==> src/rtl/esteira_ctrl_n.sv <==
// esteira_ctrl_n -- multi-channel conveyor belt controller.
//
// Each belt channel debounces its raw guard sensor and runs its own
// STOPPED / ARMING / MOVING / FAULT state machine. A belt starts only after
// a fixed restart delay. A start request held while the guard is blocked
// for too long latches a jam fault. A global emergency stop halts every belt
// that is not faulted.
//
// Optional build macro: ESTEIRA_CASCADE_INTERLOCK_EN
//   When defined, belt N_BELTS-1 is the discharge belt. A belt may only
//   start moving while its downstream neighbour is moving, and it stops one
//   cycle after that neighbour stops.
//
// Ports:
//   clk          system clock, rising edge
//   reset        asynchronous, active-high reset
//   st_i         per-belt start request (level, 1 = run wanted)
//   pg_i         per-belt raw guard sensor (1 = blocked)
//   estop_i      global emergency stop (level)
//   clr_fault_i  per-belt fault clear (level)
//   m_o          per-belt motor enable (registered)
//   fault_o      per-belt latched jam fault (registered)
//   n_moving_o   number of belts currently MOVING (registered)
module esteira_ctrl_n #(
  parameter int N_BELTS     = 4,
  parameter int DEB_CYCLES  = 4,
  parameter int RESTART_DLY = 16,
  parameter int JAM_CYCLES  = 200,
  parameter int CNT_W       = 8,
  localparam int NM_W       = $clog2(N_BELTS + 1)
) (
  input  logic               clk,
  input  logic               reset,
  input  logic [N_BELTS-1:0] st_i,
  input  logic [N_BELTS-1:0] pg_i,
  input  logic               estop_i,
  input  logic [N_BELTS-1:0] clr_fault_i,
  output logic [N_BELTS-1:0] m_o,
  output logic [N_BELTS-1:0] fault_o,
  output logic [NM_W-1:0]    n_moving_o
);

  typedef enum logic [1:0] {
    ST_STOPPED = 2'd0,
    ST_ARMING  = 2'd1,
    ST_MOVING  = 2'd2,
    ST_FAULT   = 2'd3
  } state_e;

  localparam logic [CNT_W-1:0] DEB_LAST = CNT_W'(DEB_CYCLES - 1);
  localparam logic [CNT_W-1:0] DLY_LAST = CNT_W'(RESTART_DLY - 1);
  localparam logic [CNT_W-1:0] JAM_MAX  = CNT_W'(JAM_CYCLES);
  localparam logic [CNT_W-1:0] CNT_ONE  = CNT_W'(1);

  state_e             state_q   [N_BELTS];
  state_e             state_d   [N_BELTS];
  logic [CNT_W-1:0]   deb_cnt_q [N_BELTS];
  logic [CNT_W-1:0]   deb_cnt_d [N_BELTS];
  logic [CNT_W-1:0]   dly_cnt_q [N_BELTS];
  logic [CNT_W-1:0]   dly_cnt_d [N_BELTS];
  logic [CNT_W-1:0]   jam_cnt_q [N_BELTS];
  logic [CNT_W-1:0]   jam_cnt_d [N_BELTS];
  logic [N_BELTS-1:0] pg_db_q, pg_db_d;
  logic [N_BELTS-1:0] m_q, m_d;
  logic [N_BELTS-1:0] fault_q, fault_d;
  logic [NM_W-1:0]    n_moving_q, n_moving_d;
  logic [N_BELTS-1:0] dn_ok_s;

  // Downstream permission: a belt may move only while its downstream belt moves.
  always_comb begin
    dn_ok_s = '1;
`ifdef ESTEIRA_CASCADE_INTERLOCK_EN
    for (int i = 0; i < N_BELTS - 1; i++) begin
      dn_ok_s[i] = (state_q[i+1] == ST_MOVING);
    end
`endif
  end

  // Guard debounce: adopt the raw value after DEB_CYCLES consecutive disagreements.
  always_comb begin
    pg_db_d = pg_db_q;
    for (int i = 0; i < N_BELTS; i++) begin
      deb_cnt_d[i] = deb_cnt_q[i];
      if (pg_i[i] != pg_db_q[i]) begin
        if (deb_cnt_q[i] == DEB_LAST) begin
          pg_db_d[i]   = pg_i[i];
          deb_cnt_d[i] = '0;
        end else begin
          deb_cnt_d[i] = deb_cnt_q[i] + CNT_ONE;
        end
      end else begin
        deb_cnt_d[i] = '0;
      end
    end
  end

  // Per-belt run FSM, jam counter and next-state outputs.
  always_comb begin
    m_d        = '0;
    fault_d    = '0;
    n_moving_d = '0;
    for (int i = 0; i < N_BELTS; i++) begin
      state_d[i]   = state_q[i];
      dly_cnt_d[i] = dly_cnt_q[i];
      jam_cnt_d[i] = jam_cnt_q[i];
      if (state_q[i] == ST_FAULT) begin
        // Fault is sticky; only an explicit clear with a clear guard releases it.
        jam_cnt_d[i] = '0;
        if (clr_fault_i[i] && !pg_db_q[i]) begin
          state_d[i] = ST_STOPPED;
        end else begin
          state_d[i] = ST_FAULT;
        end
      end else begin
        // Jam counter saturates so a jam seen during estop faults once estop drops.
        if (st_i[i] && pg_db_q[i]) begin
          if (jam_cnt_q[i] != JAM_MAX) begin
            jam_cnt_d[i] = jam_cnt_q[i] + CNT_ONE;
          end else begin
            jam_cnt_d[i] = jam_cnt_q[i];
          end
        end else begin
          jam_cnt_d[i] = '0;
        end

        if (estop_i) begin
          state_d[i] = ST_STOPPED;
        end else if (st_i[i] && pg_db_q[i] && (jam_cnt_q[i] == JAM_MAX)) begin
          state_d[i]   = ST_FAULT;
          jam_cnt_d[i] = '0;
        end else begin
          case (state_q[i])
            ST_STOPPED: begin
              if (st_i[i] && !pg_db_q[i]) begin
                state_d[i]   = ST_ARMING;
                dly_cnt_d[i] = '0;
              end else begin
                state_d[i] = ST_STOPPED;
              end
            end
            ST_ARMING: begin
              if (!st_i[i] || pg_db_q[i]) begin
                state_d[i] = ST_STOPPED;
              end else if (dly_cnt_q[i] == DLY_LAST) begin
                // Counter holds at its last value while waiting for downstream.
                if (dn_ok_s[i]) begin
                  state_d[i] = ST_MOVING;
                end else begin
                  state_d[i] = ST_ARMING;
                end
              end else begin
                dly_cnt_d[i] = dly_cnt_q[i] + CNT_ONE;
              end
            end
            ST_MOVING: begin
              if (!st_i[i] || pg_db_q[i] || !dn_ok_s[i]) begin
                state_d[i] = ST_STOPPED;
              end else begin
                state_d[i] = ST_MOVING;
              end
            end
            default: begin
              state_d[i] = ST_STOPPED;
            end
          endcase
        end
      end
      m_d[i]     = (state_d[i] == ST_MOVING);
      fault_d[i] = (state_d[i] == ST_FAULT);
      if (state_d[i] == ST_MOVING) begin
        n_moving_d = n_moving_d + NM_W'(1);
      end else begin
        n_moving_d = n_moving_d;
      end
    end
  end

  // State, counters and registered outputs; guard starts out as blocked.
  always_ff @(posedge clk or posedge reset) begin
    if (reset) begin
      for (int i = 0; i < N_BELTS; i++) begin
        state_q[i]   <= ST_STOPPED;
        deb_cnt_q[i] <= '0;
        dly_cnt_q[i] <= '0;
        jam_cnt_q[i] <= '0;
      end
      pg_db_q    <= '1;
      m_q        <= '0;
      fault_q    <= '0;
      n_moving_q <= '0;
    end else begin
      for (int i = 0; i < N_BELTS; i++) begin
        state_q[i]   <= state_d[i];
        deb_cnt_q[i] <= deb_cnt_d[i];
        dly_cnt_q[i] <= dly_cnt_d[i];
        jam_cnt_q[i] <= jam_cnt_d[i];
      end
      pg_db_q    <= pg_db_d;
      m_q        <= m_d;
      fault_q    <= fault_d;
      n_moving_q <= n_moving_d;
    end
  end

  assign m_o        = m_q;
  assign fault_o    = fault_q;
  assign n_moving_o = n_moving_q;

endmodule
==> config.mk <==
export PLATFORM = sky130hd
export DESIGN_NAME = esteira_ctrl_n
export DESIGN_NICKNAME = d
export VERILOG_FILES = /design/src/rtl/esteira_ctrl_n.sv
export SDC_FILE = /design/constraint.sdc
export NUM_CORES = 1
export LEC_CHECK = 0
export ABC_AREA = 1
export BUFFER_PORTS_ARGS = -buffer_cell sky130_fd_sc_hd__clkbuf_2
export CAP_MARGIN = 20
export CORE_UTILIZATION = 62
export CTS_CLUSTER_DIAMETER = 30
export DETAILED_ROUTE_END_ITERATION = 12
export PLACE_DENSITY_LB_ADDON = 0.15
export SETUP_SLACK_MARGIN = 0.3
export SKIP_CTS_REPAIR_TIMING = 1
export SLEW_MARGIN = 20
export SYNTH_ARGS = -nofsm -noshare
export SYNTH_HDL_FRONTEND = slang
export SYNTH_SLANG_ARGS = --single-unit
==> constraint.sdc <==
create_clock -name clk -period 5.3 [get_ports clk]
set_input_delay 1.06 -clock clk [delete_from_list [all_inputs] [get_ports clk]]
set_output_delay 1.06 -clock clk [all_outputs]
set_load 0.02 [all_outputs]
Word level (Yosys, flattened, before mapping)

Cells that the tools add are included.

Multiplexer cells: 84
Reduce and logical (&&, ||, !) cells: 44
Bitwise operators: 9
Equal/unequal tests: 52
Add/sub/neg operators: 15

Operators with widths:

| cell                                                                   | count |
|---|---|
| 8-bit two-way mux                                                      | 40 |
| 8-bit by 1-bit adder with 8-bit output (second input constant)         | 12 |
| 8-bit case mux with 2 select lines                                     | 4 |
| 2-bit two-way mux                                                      | 28 |
| 2-bit equality test (second input constant)                            | 16 |
| 8-bit by 2-bit equality test with 1-bit output (second input constant) | 4 |
| 8-bit by 4-bit equality test with 1-bit output (second input constant) | 4 |
| 8-bit equality test (second input constant)                            | 4 |
| 8-bit inequality test (second input constant)                          | 4 |
| 7-bit AND reduction                                                    | 4 |
| 2-bit inequality test (second input constant)                          | 12 |
| 2-bit case mux with 3 select lines                                     | 4 |
| 1-bit logical AND                                                      | 16 |
| 3-bit by 1-bit adder with 3-bit output (second input constant)         | 3 |
| 3-bit two-way mux                                                      | 3 |
| 1-bit inverter                                                         | 9 |
| 2-bit by 1-bit equality test with 1-bit output (second input constant) | 4 |
| 1-bit zero test                                                        | 8 |
| 2-bit zero test                                                        | 4 |
| 2-bit AND reduction                                                    | 4 |
| 2-bit nonzero test                                                     | 4 |
| 1-bit two-way mux                                                      | 5 |
| 1-bit logical OR                                                       | 4 |
| 1-bit inequality test                                                  | 4 |

Flip-flop bits (word level): 119
Output and inout bits: 11
Logic and storage cells: 227
Bits of input ports: 15

Logic depth before layout (Yosys ltp)

Gate-level depths: netlist of the first run.

Word-level depth: 15
Depth in mapped cells: 20

Least setup slack after synthesis of the first run

OpenSTA, ideal clock, no wires.

Path type: input -> register
From: input estop_i
To: register n_moving_q[2], in the netlist n_moving_o[2]
Setup time: 0.123 ns
Stages on the path: 16
Arrival: 2.559 ns
Path slack: 2.618 ns
Path buffers: 0
Cells stage by stage: nor3b_1 -> nand2_1 -> nand3_1 -> nand2_1 -> nor2_2 -> inv_1 -> ha_1 -> inv_1 -> nand2_1 -> nand2_1 -> inv_1 -> ha_1 -> inv_1 -> nor2_1 -> o21ai_0 -> nand2_1

Longest elaborated chain between the ends: 10
Elaborated cells between the ends (all ways): 19
Classes of those cells: 3 x add/sub; 4 x eq/ne; 12 x mux

RTL lines:

| element                                | line | source |
|---|---|---|
| start: declaration                     | 36   | `input logic estop_i,` |
| 2-bit two-way mux (*)                  | 126  | `if (estop_i) begin` |
| 2-bit two-way mux (*)                  | 106  | `if (state_q[i] == ST_FAULT) begin` |
| 2-bit equality test (*)                | --   |  |
| via m_d[0]                             | 64   | `logic [N_BELTS-1:0] m_q, m_d;` |
| 1-bit two-way mux (*)                  | 170  | `if (state_d[i] == ST_MOVING) begin` |
| 3-bit by 1-bit adder with 3-bit output | 171  | `n_moving_d = n_moving_d + NM_W'(1);` |
| 3-bit two-way mux (*)                  | 170  |  |
| 3-bit by 1-bit adder with 3-bit output | 171  |  |
| 3-bit two-way mux (*)                  | 170  |  |
| 3-bit by 1-bit adder with 3-bit output | 171  |  |
| 3-bit two-way mux (*)                  | 170  |  |
| via n_moving_d[2]                      | 66   | `logic [NM_W-1:0] n_moving_q, n_moving_d;` |
| end signal: assignment                 | 201  | `n_moving_q <= n_moving_d;` |
| end: declaration                       | 66   |  |

The timed path passes the listed nets; every way through them passes the cells marked *.
A chain may end at the register's enable or synchronous reset.

Worst setup path after layout of the first run

From: register dly_cnt_q[25] in the netlist's numbering
To: register n_moving_q[2], in the netlist n_moving_o[2]

Longest elaborated chain between the ends: 15

RTL lines:

| element                                            | line | source |
|---|---|---|
| start: declaration                                 | 59   | `logic [CNT_W-1:0] dly_cnt_q [N_BELTS];` |
| start signal: indexed assignment                   | 195  | `dly_cnt_q[i] <= dly_cnt_d[i];` |
| 8-bit by 4-bit equality test with 1-bit output (*) | 144  | `end else if (dly_cnt_q[i] == DLY_LAST) begin` |
| 2-bit two-way mux (*)                              | 144  |  |
| 2-bit two-way mux (*)                              | 142  | `if (!st_i[i] \|\| pg_db_q[i]) begin` |
| 2-bit case mux with 3 select lines (*)             | 132  | `case (state_q[i])` |
| 2-bit two-way mux (*)                              | 128  | `end else if (st_i[i] && pg_db_q[i] && (jam_cnt_q[i] == JAM_MAX)) begin` |
| 2-bit two-way mux (*)                              | 126  |  |
| 2-bit two-way mux (*)                              | 106  |  |
| 2-bit equality test (*)                            | --   |  |
| via m_d[0]                                         | 64   |  |
| 1-bit two-way mux (*)                              | 170  |  |
| 3-bit by 1-bit adder with 3-bit output             | 171  |  |
| 3-bit two-way mux (*)                              | 170  |  |
| 3-bit by 1-bit adder with 3-bit output             | 171  |  |
| 3-bit two-way mux (*)                              | 170  |  |
| 3-bit by 1-bit adder with 3-bit output             | 171  |  |
| 3-bit two-way mux (*)                              | 170  |  |
| via n_moving_d[2]                                  | 66   |  |

Marked as above.

==> results.toml, run 1 <==
[worst_setup_path]
startpoint_type = "register"
crit_type = "register to register"
worst_ep_required_time_ns = 5.71
crit_buf_inv = 4
critPathSlowestCell = "dfrtp_1"
worstPathArrival_ns = 3.15
critical-path-top-delay-family = "simple AND/OR/NAND/NOR gates"
cpMostUsedCell = "inv_1"
cp_max_fo = 13
cpPeakStageDelay_ns = 0.38
path_cells = "ha_1, inv_1, nor2_2, nand4_1, nand3_2, nand3_1, nor2_2, inv_1, ha_1, nand4_1, nand2_1, inv_1, ha_1, inv_1, nor2_1, o21ai_0, nand2_1"
worstSetupEndpointType = "register"

[placed_design]
dp_cells = 883
io_buffers = 25
dpl.hpwl_mm = 8.32
place_area_mm2 = 0.00635
finalWeightedCongestion = 0.880

[finish]
syn_to_final_growth_pct = 14.3
design_area_mm2 = 0.00694
drive_gt1_share_pct = 9.04
final_nets = 807
final_cell_mix = "129 x nand2_1, 117 x inv_1, 115 x dfrtp_1, 90 x nor2_1, 59 x nand3_1"
fin_cells = 914
layout_commonest_cell = "nand2_1"
fillers = 689
num_antenna_cells = 0

[sta]
whs_ns = 0.458
finalHoldViolCount = 0
finalCriticalPeriod_ns = 2.75
tightestPinTransition_ns = 0.763
tns_ns = 0
clock_skew_ns = 0.00714
layout_worst_path_cycle_share_pct = 51.8
drv_slew = 0
setup_violations = 0
slew_headroom_pct = 49.2
max_freq_mhz = 364
rsz0062_at_grt = "no"

[global_routing]
grt_max_degree = 87
grt_pass1_vias = 4861
grt-ovfl-total = 0
antenna_found_initial = 0
grt_first_pass_wirelength_mm = 21.5
track_usage_pct = 27.5

[route]
drc = 0
via_per_inst = 5.41
routedWlPerCell_um = 13.6
drtIter0Drc = 179
wl_mm = 12.4
num_vias = 4943
first_pass_iters = 5
ant_nets = 0

[power]
power_density_mw_per_mm2 = 384
irDropWorstVdd_uv = 355
p_leak_uw = 0.00340
power_uw = 2670

[clock_tree]
clk_latency_ns = 0.52
cts-root-buf = "clkbuf_8"
clk_path_buf_depth = 2
path_clk_slew_ns = 0.05
cts_tree = "built"
cts_sinks = 119
htree_num_levels = 4
numCtsBuffers = 17

[synth]
ys_types = 34
yosysSeqAreaShare_pct = 49.1
syn-num-nets = 765
yosysWarnings = 0
synth-seq-cells = 119
syn_area_mm2 = 0.00607
synth_area_per_cell_um2 = 8.31
syn-instance-count = 731

[floorplan]
start_util_pct = 64.8
die_area_mm2 = 0.0102
boundaryPins = 26
die_w_um = 101
core_mm2 = 0.00937
fp.dieH_um = 101
floorplan.rows = 35

[hold_path]
hold_path_class = "register to register"

[job]
drv_cap = 0

[outcome]
status = "complete, no violations"
-- Yosys cell counts (all sizes together) --
library cell / n / area share [%]
o21bai: 1 / 0.12
inv: 119 / 7.4
nor3: 27 / 2.2
nor4: 4 / 0.41
ha: 19 / 3.9
or2: 3 / 0.31
a21o: 1 / 0.12
nand3: 60 / 5.0
xnor2: 14 / 2.0
a41oi: 1 / 0.14
nand3b: 1 / 0.12
dfstp: 4 / 1.7
and2: 1 / 0.10
nor2: 95 / 6.2
o21ai: 18 / 1.5
buf: 3 / 0.39
a31oi: 5 / 0.52
o31ai: 13 / 1.6
dfrtp: 115 / 47
nor3b: 8 / 0.99
xor2: 27 / 3.9
nand2: 130 / 8.1
o211ai: 4 / 0.49
a21oi: 33 / 2.7
o22ai: 1 / 0.10
a21boi: 1 / 0.12
nand4: 23 / 2.4
-- report_power, final --
part	internal (µW)	leakage, µW	switching (µW)	total [µW]
Clock	766	0.000298	386	1150
Sequential	1020	0.00163	86.0	1100
Combinational	134	0.00147	278	411
-- cell families after synthesis --
group,after synthesis,share of synthesized area (%)
AND/OR/NAND/NOR,352,25.9
buffers and inverters,122,7.75
flip-flops,119,49.1
AO/OA/AOI/OAI,78,7.44
XOR/XNOR,41,5.91
adder cells (fa/ha/maj),19,3.91
-- final cells by class --
class	count	area (µm²)	area share (%)
clock inverter	11	155	2.24
inverter	119	452	6.51
tap	129	161	2.33
clock buffer	20	435	6.27
sequential	119	2980	43.0
timing repair buffer	26	133	1.91
multi-input combinational	490	2620	37.8
-- final timing paths --
kind	from	endpoint	slack, ns	cells after the start
min in group asynchronous	reset	deb_cnt_q[23]$_DFF_PP0_	0.66	2
min	deb_cnt_q[8]$_DFF_PP0_	deb_cnt_q[8]$_DFF_PP0_	0.46	1
max reg2reg	dly_cnt_q[25]$_DFFE_PP0P_	n_moving_o[2]$_DFF_PP0_	2.55	17
min reg2reg	deb_cnt_q[8]$_DFF_PP0_	deb_cnt_q[8]$_DFF_PP0_	0.46	1
max	dly_cnt_q[25]$_DFFE_PP0P_	n_moving_o[2]$_DFF_PP0_	2.55	17
max in group asynchronous	reset	fault_o[2]$_DFF_PP0_	3.71	3
-- flip-flops by register name (all words and copies together) (netlist names) --
register and flops:
pg_db_q 4, deb_cnt_q 32, n_moving_o 3, state_q 8, dly_cnt_q 32, fault_o 4, m_o 4, jam_cnt_q 32
-- metrics by stage --
stage                     utilization, %  setup slack (ns)
after floorplan                        -              1.09
after global placement              67.7              2.19
after detailed placement            67.7              2.09
after CTS                           74.0              2.58
after global routing                74.0              2.27
final                               74.0              2.55
-- worst reg2reg max path: stages, from the launching register on --
cell     delay [ns]
dfrtp_1        0.38
ha_1           0.18
inv_1          0.08
nor2_2         0.14
nand4_1        0.15
nand3_2        0.24
nand3_1        0.15
nor2_2         0.20
inv_1          0.06
ha_1           0.31
nand4_1        0.13
nand2_1        0.12
inv_1          0.05
ha_1           0.17
inv_1          0.06
nor2_1         0.04
o21ai_0        0.08
nand2_1        0.06
-- layer usage --
metal  track usage (%)  vias up  wire, µm
met4              11.6        0       228
met3              7.07       18       426
met2              45.9       85      6240
met5                 0        -         0
li1                  -     2460         -
met1              34.0     2380      5540
No activity file was read; power rests on OpenSTA's default activity.
==> run 2, diff against run 1 <==
- ABC_AREA: 1 -> 0
- clock period: 5.3 -> 2.6 ns (I/O delays scaled with it)
==> results.toml, run 2 <==
[clock_tree]
cts_tree = "built"
cts_sinks = 119
numCtsBuffers = 17
htree_num_levels = 4
clk_path_buf_depth = 2
path_clk_slew_ns = 0.06
cts-root-buf = "clkbuf_8"
clk_latency_ns = 0.51

[worst_setup_path]
worstSetupEndpointType = "register"
crit_buf_inv = 2
critical-path-top-delay-family = "simple AND/OR/NAND/NOR gates"
r2r_cells = 11
path_cells = "or4b_4, or3_4, mux2i_1, nand2_1, inv_2, ha_2, buf_4, nand3_1, o211ai_1, ha_1, mux2_2"
cpPeakStageDelay_ns = 0.54
cp.depth = 11
critPathSlowestCell = "or4b_4"
startpoint_type = "register"
crit_type = "register to register"
worstPathArrival_ns = 3.21
cp_max_fo = 3
worst_ep_required_time_ns = 2.99

[finish]
largestRegisters = "deb_cnt_q x32, dly_cnt_q x32, jam_cnt_q x32"
layout_commonest_cell = "dfrtp_1"
syn_to_final_growth_pct = 21.2
fillers = 613
drive_gt1_share_pct = 19.2
num_antenna_cells = 0
final_cell_mix = "115 x dfrtp_1, 87 x nor2_1, 46 x nand2_1, 44 x nand3_1, 43 x xor2_1"
finish.utilization_pct = 77.5
multi_input_area_mm2 = 0.00285
final_nets = 698
seq_area_mm2 = 0.00298

[route]
num_vias = 4526
wl_mm = 12.1
routedWlPerCell_um = 15.1
first_pass_iters = 4
ant_nets = 0
drtIter0Drc = 204
via_per_inst = 5.62
drc = 0

[sta]
finalHoldViolCount = 0
whs_ns = 0.275
max_freq_mhz = 355
clock_skew_ns = 0.00888
layout_worst_path_cycle_share_pct = 108
finalCriticalPeriod_ns = 2.82
drv_slew = 0
tightestPinTransition_ns = 0.479
slew_headroom_pct = 68.0
setup_violations = 2
rsz0062_at_grt = "yes"
setup_slack_ns = -0.218

[synth]
synth-seq-cells = 119
synth_area_per_cell_um2 = 10.0
synthTopCellsByCount = "115 x dfrtp_1, 88 x nor2_1, 46 x nand2_1, 44 x nand3_1, 43 x xor2_1"
synthArstFlopShare_pct = 100
synthFlopType = "dfrtp_1"
yosysMostFrequentCell = "dfrtp_1"
synth_top_cell_area_share_pct = 48.7
ys_types = 51
synth_edf_count = 0
yosysWarnings = 0
syn-num-nets = 625
syn-instance-count = 591
yosys.area.top_type = "dfrtp_1"
yosysSeqAreaShare_pct = 50.5
syn_area_mm2 = 0.00591
synth_area_leaders = "dfrtp_1 49%, xor2_1 6.4%, nor2_1 5.6%, ha_1 4.0%, nand3_1 3.7%"

[global_routing]
grt_pass1_vias = 4454
use_met2_pct = 43.7
grt_max_degree = 47
met3_usage_pct = 7.87
busiest_layer = "met2"
grt-ovfl-total = 0
antenna_found_initial = 0
grt_first_pass_wirelength_mm = 20.1
track_usage_pct = 26.3
met1_usage_pct = 33.0

[job]
drv_cap = 0

[power]
p_leak_uw = 0.00332
power_uw = 5730
power_density_mw_per_mm2 = 799
irDropWorstVdd_uv = 712

[floorplan]
boundaryPins = 26
die_area_mm2 = 0.00993
die_w_um = 99.6
core_mm2 = 0.00924
floorplan.rows = 35
start_util_pct = 64.0
fp.dieH_um = 99.6

[hold_path]
hold_path_class = "input pin to register"
hold_depth = 2

[placed_design]
finalWeightedCongestion = 0.811
dpl.hpwl_mm = 7.70
pre_cts_slack_ns = -0.183
io_buffers = 25

[outcome]
violations = "negative setup slack"
status = "finished with violations"
==> run 2: worst paths after layout <==
path                                           startpoint                   endpoint  slack, ns
worst max-delay path            dly_cnt_q[29]$_DFFE_PP0P_    n_moving_o[1]$_DFF_PP0_      -0.22
worst min-delay path                              pg_i[3]     pg_db_q[3]$_DFFE_PP1P_       0.27
worst max register to register  dly_cnt_q[29]$_DFFE_PP0P_    n_moving_o[1]$_DFF_PP0_      -0.22
worst min register to register    deb_cnt_q[24]$_DFF_PP0_    deb_cnt_q[24]$_DFF_PP0_       0.49
max in group asynchronous                           reset     pg_db_q[3]$_DFFE_PP1P_       1.23
min in group asynchronous                           reset  dly_cnt_q[19]$_DFFE_PP0P_       0.55
==> run 2: per-layer routing <==
metal / vias to the layer above / wire length (µm)
li1: 2215 / -
met1: 2224 / 5370
met2: 76 / 6230
met3: 11 / 409
met4: 0 / 136
met5: - / 0
==> run 2: final cells by class <==
| cell class | instances | share of cell area (%) |
|---|---|---|
| well taps | 129 | 2.25 |
| clock buffers | 19 | 6.16 |
| inverters | 18 | 0.995 |
| flip-flops and latches | 119 | 41.6 |
| clock inverters | 13 | 3.14 |
| repair buffers | 64 | 6.04 |
| multi-input cells | 444 | 39.8 |
==> run 2: power by group <==
part	internal (µW)	leakage, µW	switching (µW)
sequential	2060	0.00163	245
clock	1800	0.000328	820
combinational	344	0.00136	461
==> run 2: per-stage QoR <==
stage | instances | TNS [ns] | area [µm²]
after floorplan | 591 | -0.0173 | 5930
after global placement | 767 | -0.0880 | 6410
after detailed placement | 767 | -0.234 | 6410
after CTS | 799 | -0.396 | 7080
after global routing | 806 | -0.621 | 7160
final | 806 | -0.376 | 7160
==> run 2: cells by family (layout without fill, tap and decap cells) <==
family,Yosys count,in the layout,share of synthesized area (%)
xor+xnor,68,68,10.2
buf+inv,28,114,2.10
simple gates,275,275,23.9
mux,12,12,2.14
flops,119,119,50.5
fa+ha+maj,19,19,4.02
compound gates,70,70,7.16
==> run 2: worst register-to-register path, cell delays in order, from the launching register on <==
cell	delay (ns)
dfrtp_1	0.37
or4b_4	0.54
or3_4	0.34
mux2i_1	0.13
nand2_1	0.13
inv_2	0.10
ha_2	0.20
buf_4	0.12
nand3_1	0.09
o211ai_1	0.15
ha_1	0.27
mux2_2	0.26
==> run 3, diff against run 2 <==
- CORE_UTILIZATION: 62 -> 65
- CTS_CLUSTER_SIZE: default -> 16
- clock period: 2.6 -> 3.65 ns (I/O delays scaled with it)
==> results.toml, run 3 (synthesis results as in run 2) <==
[clock_tree]
path_clk_slew_ns = 0.06
numCtsBuffers = 17
cts_tree = "built"
cts_sinks = 119
cts-root-buf = "clkbuf_8"
clk_latency_ns = 0.51
htree_num_levels = 4
clk_path_buf_depth = 2

[finish]
syn_to_final_growth_pct = 13.6
layout_commonest_cell = "dfrtp_1"
final_cell_mix = "115 x dfrtp_1, 88 x nor2_1, 46 x nand2_1, 44 x nand3_1, 43 x xor2_1"
final_nets = 661
largestRegisters = "deb_cnt_q x32, dly_cnt_q x32, jam_cnt_q x32"
seq_area_mm2 = 0.00298
fillers = 581
num_antenna_cells = 0
multi_input_area_mm2 = 0.00280
drive_gt1_share_pct = 12.7

[route]
ant_nets = 0
first_pass_iters = 5
drtIter0Drc = 217
num_vias = 4411
routedWlPerCell_um = 15.2
wl_mm = 11.4
via_per_inst = 5.91
drc = 0

[sta]
clock_skew_ns = 0.00809
slew_headroom_pct = 45.5
drv_slew = 0
finalCriticalPeriod_ns = 2.98
tns_ns = 0
rsz0062_at_grt = "no"
tightestPinTransition_ns = 0.812
layout_worst_path_cycle_share_pct = 81.6
finalHoldViolCount = 0
max_freq_mhz = 336
setup_violations = 0

[power]
power_frac_comb_pct = 13.4
swShare_pct = 27.9
p_leak_uw = 0.00307
p_int_uw = 2700
power_frac_seq_pct = 44.1
irDropWorstVdd_uv = 378
power_density_mw_per_mm2 = 558
power_frac_clock_pct = 42.4
power_uw = 3750
switching_power_uw = 1050

[floorplan]
core_mm2 = 0.00876
boundaryPins = 26
fp.dieH_um = 97.4
start_util_pct = 67.4
floorplan.rows = 34
die_w_um = 97.4
die_area_mm2 = 0.00948

[worst_setup_path]
worstSetupEndpointType = "register"
endpoint = "n_moving_o[1]$_DFF_PP0_"
worstPathArrival_ns = 3.37
worst_ep_required_time_ns = 4.04
startpoint_type = "register"
crit_type = "register to register"
r2r_setup_slack_ns = 0.67
r2r_cells = 10
reg2reg_to = "n_moving_o[1]$_DFF_PP0_"
r2r_start = "state_q[6]$_DFF_PP0_"
cp_max_fo = 8
crit_start = "state_q[6]$_DFF_PP0_"

[global_routing]
grt_first_pass_wirelength_mm = 20.2
grt_max_degree = 93
grt_pass1_vias = 4517
track_usage_pct = 26.6
antenna_found_initial = 0
grt-ovfl-total = 0

[outcome]
status = "complete, no violations"

[placed_design]
finalWeightedCongestion = 0.822
io_buffers = 25
dpl.hpwl_mm = 7.52

[job]
drv_cap = 0

[hold_path]
hold_path_class = "input pin to async pin"
run 3: final cells by class:
class                   instances  share of cell area, %
inverters                      18                   1.06
well taps                     108                   2.01
repair buffers                 27                   2.27
multi-input cells             444                   41.7
clock inverters                 8                   1.45
clock buffers                  22                   7.04
flip-flops and latches        119                   44.4
run 3: how the worst min path moves through the flow:
| stage | startpoint | to | cells after the start |
|---|---|---|---|
| after floorplan | deb_cnt_q[16]$_DFF_PP0_ | deb_cnt_q[16]$_DFF_PP0_ | 1 |
| after global placement | deb_cnt_q[24]$_DFF_PP0_ | deb_cnt_q[24]$_DFF_PP0_ | 1 |
| after detailed placement | deb_cnt_q[8]$_DFF_PP0_ | deb_cnt_q[8]$_DFF_PP0_ | 1 |
| after CTS | reset | dly_cnt_q[6]$_DFFE_PP0P_ | 2 |
| after global routing | reset | dly_cnt_q[24]$_DFFE_PP0P_ | 2 |
| final | reset | dly_cnt_q[25]$_DFFE_PP0P_ | 2 |
run 3: through the flow:
stage | instances | util, % | worst slack, ns | hold slack [ns] | area, µm²
final | 746 | 76.6 | 0.672 | 0.282 | 6720
after global routing | 746 | 76.6 | 0.507 | 0.314 | 6720
after CTS | 746 | 76.6 | 0.674 | 0.289 | 6720
after detailed placement | 716 | 70.1 | 0.537 | 0.475 | 6150
after global placement | 716 | 70.1 | 0.690 | 0.474 | 6150
after floorplan | 591 | - | 0.903 | 0.447 | 5910
run 3: per-layer routing:
metal	wire [µm]	GRT usage [%]	share of wire [%]
met2	5890	45.4	52
met5	0	0	0
met3	385	6.62	3.4
met1	4910	32.4	43
met4	179	10.3	1.6
run 3: power by group through the flow:
stage	registers, µW	logic [µW]	clock network, µW
after detailed placement	1670	502	0
after CTS	1650	513	1620
final	1650	503	1590
after global placement	1660	476	0
after floorplan	1580	456	0
after global routing	1680	591	1680
run 3: critical path: stages (launching register included):
cell,delay (ns)
dfrtp_1,0.48
or4b_1,0.50
or3_1,0.38
mux2i_1,0.15
nand2_1,0.11
ha_1,0.24
nor2_1,0.13
mux2i_1,0.10
o211ai_1,0.24
ha_1,0.28
mux2_2,0.27
